==> src/rtl/led7seg_74hc595_scan_driver.sv <==
// Serial scan engine for an 8-digit 7-segment module behind two cascaded 74HC595s.
// Each digit shifts {seg, sel} MSB first on sclk/dio, then pulses rclk; frames are sampled at digit 0.
module led7seg_74hc595_scan_driver #(
  parameter int DIG_NUM   = 8,
  parameter int SEG_NUM   = 8,
  parameter int DIV_WIDTH = 8
) (
  input  logic                       clk,
  input  logic                       rst,
  input  logic [DIG_NUM*SEG_NUM-1:0] dat,
  input  logic                       vld,
  output logic                       sclk,
  output logic                       rclk,
  output logic                       dio,
  output logic                       frame_done
);

  localparam int CHA_WIDTH = DIG_NUM + SEG_NUM;
  localparam int DIG_W     = (DIG_NUM > 1) ? $clog2(DIG_NUM) : 1;
  localparam int BIT_W     = $clog2(CHA_WIDTH);

  typedef enum logic [1:0] {
    S_LOAD,
    S_SHIFT_LO,
    S_SHIFT_HI,
    S_LATCH
  } state_t;

  logic [DIV_WIDTH-1:0]       r_div;
  state_t                     r_state;
  logic [DIG_W-1:0]           r_dig;
  logic [BIT_W-1:0]           r_bit;
  logic [CHA_WIDTH-1:0]       r_sr;
  logic [DIG_NUM*SEG_NUM-1:0] r_frame;
  logic                       r_sclk;
  logic                       r_rclk;
  logic                       r_dio;
  logic                       r_frame_done;

  logic                       w_tick;
  logic                       w_capture;
  logic                       w_last_bit;
  logic                       w_last_dig;
  logic [SEG_NUM-1:0]         w_seg;
  logic [DIG_NUM-1:0]         w_sel;
  logic [CHA_WIDTH-1:0]       w_word;
  state_t                     w_state_nxt;
  logic [DIG_W-1:0]           w_dig_nxt;
  logic [BIT_W-1:0]           w_bit_nxt;
  logic [CHA_WIDTH-1:0]       w_sr_nxt;
  logic [DIG_NUM*SEG_NUM-1:0] w_frame_nxt;
  logic                       w_sclk_nxt;
  logic                       w_rclk_nxt;
  logic                       w_dio_nxt;
  logic                       w_frame_done_nxt;

  assign w_tick     = &r_div;
  assign w_last_bit = (r_bit == BIT_W'(CHA_WIDTH - 1));
  assign w_last_dig = (r_dig == DIG_W'(DIG_NUM - 1));
  // Digit 0 takes a fresh frame straight from the input on the same edge it is captured.
  assign w_capture  = (r_dig == '0) && vld;

  always_comb begin
    w_sel        = '0;
    w_sel[r_dig] = 1'b1;
    w_seg        = w_capture ? dat[SEG_NUM-1:0] : r_frame[r_dig*SEG_NUM +: SEG_NUM];
    w_word       = {w_seg, w_sel};
  end

  always_comb begin
    // NOTE: every signal gets a hold/default value first so no path leaves it unassigned, which would infer a latch.
    w_state_nxt      = r_state;
    w_dig_nxt        = r_dig;
    w_bit_nxt        = r_bit;
    w_sr_nxt         = r_sr;
    w_frame_nxt      = r_frame;
    w_sclk_nxt       = r_sclk;
    w_rclk_nxt       = r_rclk;
    w_dio_nxt        = r_dio;
    w_frame_done_nxt = 1'b0;
    if (w_tick) begin
      unique case (r_state)
        S_LOAD: begin
          w_sr_nxt    = w_word;
          w_bit_nxt   = '0;
          if (w_capture) w_frame_nxt = dat;
          w_state_nxt = S_SHIFT_LO;
          w_sclk_nxt  = 1'b0;
          w_rclk_nxt  = 1'b0;
          w_dio_nxt   = w_word[CHA_WIDTH-1];
        end
        S_SHIFT_LO: begin
          w_state_nxt = S_SHIFT_HI;
          w_sclk_nxt  = 1'b1;
        end
        S_SHIFT_HI: begin
          w_sr_nxt   = r_sr << 1;
          w_bit_nxt  = r_bit + BIT_W'(1);
          w_sclk_nxt = 1'b0;
          if (w_last_bit) begin
            w_state_nxt = S_LATCH;
            w_rclk_nxt  = 1'b1;
            w_dio_nxt   = 1'b0;
          end else begin
            // Next bit is presented a full tick before its sclk rise.
            w_state_nxt = S_SHIFT_LO;
            w_dio_nxt   = r_sr[CHA_WIDTH-2];
          end
        end
        S_LATCH: begin
          w_dig_nxt        = w_last_dig ? '0 : r_dig + DIG_W'(1);
          w_frame_done_nxt = w_last_dig;
          w_state_nxt      = S_LOAD;
          w_sclk_nxt       = 1'b0;
          w_rclk_nxt       = 1'b0;
          w_dio_nxt        = 1'b0;
        end
        default: w_state_nxt = S_LOAD;
      endcase
    end
  end

  // NOTE: state registers use non-blocking assignments so every flop samples pre-edge values.
  always_ff @(posedge clk or posedge rst) begin
    if (rst) begin
      r_div        <= '0;
      r_state      <= S_LOAD;
      r_dig        <= '0;
      r_bit        <= '0;
      r_sr         <= '0;
      // NOTE: the frame register is plain flops, so it is cleared with everything else to restart blank.
      r_frame      <= '0;
      r_sclk       <= 1'b0;
      r_rclk       <= 1'b0;
      r_dio        <= 1'b0;
      r_frame_done <= 1'b0;
    end else begin
      r_div        <= r_div + DIV_WIDTH'(1);
      r_state      <= w_state_nxt;
      r_dig        <= w_dig_nxt;
      r_bit        <= w_bit_nxt;
      r_sr         <= w_sr_nxt;
      r_frame      <= w_frame_nxt;
      r_sclk       <= w_sclk_nxt;
      r_rclk       <= w_rclk_nxt;
      r_dio        <= w_dio_nxt;
      r_frame_done <= w_frame_done_nxt;
    end
  end

  assign sclk       = r_sclk;
  assign rclk       = r_rclk;
  assign dio        = r_dio;
  assign frame_done = r_frame_done;

endmodule

==> config.mk <==
export PLATFORM = sky130hd
export DESIGN_NAME = led7seg_74hc595_scan_driver
export DESIGN_NICKNAME = d
export VERILOG_FILES = /design/src/rtl/led7seg_74hc595_scan_driver.sv
export SDC_FILE = /design/constraint.sdc
export NUM_CORES = 1
export LEC_CHECK = 0
export ABC_CLOCK_PERIOD_IN_PS = 8500
export CAP_MARGIN = 5
export CORE_MARGIN = 2
export CORE_UTILIZATION = 50
export CTS_BUF_LIST = sky130_fd_sc_hd__clkbuf_16
export DETAILED_ROUTE_END_ITERATION = 7
export PLACE_DENSITY = 0.72
export SETUP_SLACK_MARGIN = 0.3
export SLEW_MARGIN = 5
export SYNTH_ARGS = -nofsm -noshare
export SYNTH_HDL_FRONTEND = slang
export SYNTH_SLANG_ARGS = --single-unit
==> constraint.sdc <==
create_clock -name clk -period 8.5 [get_ports clk]
set_input_delay 2.125 -clock clk [delete_from_list [all_inputs] [get_ports clk]]
set_output_delay 2.125 -clock clk [all_outputs]
set_load 0.005 [all_outputs]
==> summary.md <==
| Metric | Value |
|---|---|
| Synth area leader | dfrtp_1 |
| Worst path slowest cell | and3_4 |
| WHS Path Cells | 1 |
| Gr usage total | 19.87% |
| Placement Rows | 36 |
| Tightest Pin Transition | 1.198 ns |
| R2R cell count | 5 |
| Post-CTS Setup Bufs | 0 |
| Sink Count | 100 |
| DRT antenna net count | 0 |
| Post-synthesis cell type count | 46 |
| Placed cells | 576 |
| Post-CTS sizing | 0 |
| Routability cong. | 0.7962 |
| Total Power | 971.1 µW |
| Total grt overflow | 0 |
| Clock slew at reported path FFs | 0.07 ns |
| Ys async rst share | 100.0% |
| Fmax | 246.7 MHz |
| Top-area cell type share of the netlist area | 49.60% |
| Synth Warn # | 0 |
| RSZ-0062 raised after global routing | false |
| Fin cells | 591 |
| Critical path depth | 4 |
| Full die area | 10910 µm² |
| HP Class | reg -> reg |
| Fin crit share | 47.70% |
| Drt first pass iters | 5 |
| Status | finished, final reports clean |
| Count leader, synth | dfrtp_1 |
| Mapped Avg Cell Area | 12.87 µm² |
| CP top delay family | simple AND/OR/NAND/NOR gates |
| Post-Syn Instances | 392 |
| Setup Viol. Count Final | 0 |
| Critical path startpoint category | input pin |
| FF+latch count, synth | 100 |
| # port buffers | 70 |
| Post-Synthesis Net Count | 468 |
| Crit path capture type | register |
| Remaining DRCs | 0 |
| CP max FO | 64 |
| Static Leak | 0.002664 µW |
| Worst vdd ir | 0.08985 mV |
| Die height | 104.4 µm |
| Hold_buf cts | 0 |
| Root Driver | clkbuf_16 |
| H-tree levels | 3 |
| Die X | 104.4 µm |
| Max Cap Viol | 0 |
| Antenna cells | 0 |
| CTS tree | yes |
| Post-DP HPWL | 6.871 mm |
| Initial DRC count | 159 |
| Crit-path cells | clkdlybuf4s50_1 -> and3_2 -> and3_4 -> mux2_2 |
| Share of cells above drive strength 1 | 22.71% |
| Setup TNS | 0 ns |
| Top post-synthesis cells by count | dfrtp_1 (100), mux2_4 (60), nor2_1 (31) |
| Fin. Hold Viols | 0 |
| Post-synth top flop | dfrtp_1 |
| Number of synthesized flops with an enable pin | 0 |
| Placed Area | 5729 µm² |
| Seq/Total Area, Yosys | 49.60% |
| Global-route wire length before repair | 17.06 mm |
| Slowest cell delay on critical path | 0.99 ns |
| CP arrival | 4.29 ns |
| Largest cells by area after synthesis | dfrtp_1 (50%), mux2_4 (18%), a21oi_1 (2.9%) |
| Initial antenna violation count | 0 |
| Nets@finish | 530 |
| Clock Tree Buf Depth | 2 |
| Area grow syn2layout | 19.94% |
| Clock Latency Late Sink | 0.35 ns |
| Clock Skews | 0.006579 ns |
| Vias in the first global route | 3317 |
| Vias post-DR | 3229 |
| Pwr/cell area | 160.5 nW/µm² |
| Detailed Route WL | 10.32 mm |
| Routed len/inst | 17.46 µm |
| Inserted Clock Buffers | 9 |
| Top Ports | 71 |
| Worst endpoint required time | 8.73 ns |
| Slew margin rel. | 20.13% |
| Initial Utilization | 51.61% |
| Crit path buf inv count | 1 |
| Fin. max-slew vios | 0 |
| Design area | 6051 µm² |
| Crit Path Category | in -> reg |
| Largest net degree at the start of global routing | 65 |
| Mapped Area | 5045 µm² |
| Core ar. | 9774 µm² |
| Min cycle time layout | 4.054 ns |
| Vias per std cell | 5.464 |
## power breakdown
part           switching [µW]  total, µW  internal (µW)  leakage (µW)
clock                     187        447            261      0.000154
sequential                  0        475            475       0.00134
combinational            18.6       48.3           29.7       0.00117
## routing by layer
metal / up-vias / part of all wire [%] / global-route usage [%]
met2: 73 / 48 / 30.58
met5: - / 0 / 0
met4: 0 / 1.2 / 6.178
met3: 10 / 3.3 / 4.073
li1: 1534 / - / -
met1: 1612 / 48 / 28.34
## path summary, 6_finish.rpt
check,start,to,slack (ns)
setup / recovery,vld,r_frame[41],4.45
hold / removal,r_div[5],r_div[5],0.47
setup reg to reg,r_dig[1],r_frame[41],5.53
hold reg to reg,r_div[5],r_div[5],0.47
max in group asynchronous,rst,r_sr[11],5.20
min in group asynchronous,rst,r_div[2],2.18
## through the flow
stage | setup slack [ns] | util, % | hold slack [ns]
CTS | 4.436 | 61.90 | 0.4779
global placement | 4.086 | 58.61 | 0.4549
detailed placement | 4.057 | 58.61 | 0.4609
floorplan | 3.756 | - | 0.4380
finish | 4.446 | 61.90 | 0.4749
global route | 4.358 | 61.90 | 0.5091
## area by class of cell
type | instances | area [µm²]
clock buffers | 9 | 225.2
clock inverters | 6 | 96.34
fillers | 804 | 3724
inverters | 8 | 32.53
multi-input cells | 261 | 2297
flip-flops and latches | 100 | 2502
well taps | 133 | 166.4
repair buffers | 74 | 730.7
## cells by family after synthesis
family                     synth area share [%]
xor gates and xnor gates                  1.042
AOI/OAI and AO/OA                         8.334
adders and majority gates                 2.232
and+or+nand+nor                           9.449
buffers and inverters                     4.861
muxes                                     24.48
DFF                                       49.60
## sequential cells by signal (all words and copies together) (netlist names)
register    cells
sclk            1
rclk            1
r_bit           4
r_frame        64
r_div           8
dio             1
r_dig           3
r_sr           15
r_state         2
frame_done      1
## worst reg2reg max path: cells and delay by family, from the launching register on
kind | cells | cell delay (ns)
adder cells (fa/ha/maj) | 1 | 0.20
buffers and inverters | 1 | 0.30
flip-flops | 1 | 0.71
multiplexers | 1 | 0.45
AND/OR/NAND/NOR | 2 | 1.21
## layout by cell type (no fill, tap or decap), types with 3 or more instances in the layout
master,instances
nand2_1,18
nand3_1,13
buf_4,4
a31oi_1,3
nor2_1,31
nor2b_1,3
nand2b_1,3
a21oi_1,29
mux2i_1,12
dfrtp_1,100
clkdlybuf4s50_1,70
o221ai_1,4
a32oi_1,3
nand4_1,4
mux4_2,4
a22oi_1,7
mux2_2,11
o21ai_0,12
clkbuf_16,9
nor3_1,4
xnor2_1,4
ha_1,9
mux2_4,60
inv_1,7
Power figures use the tool's default switching activity.
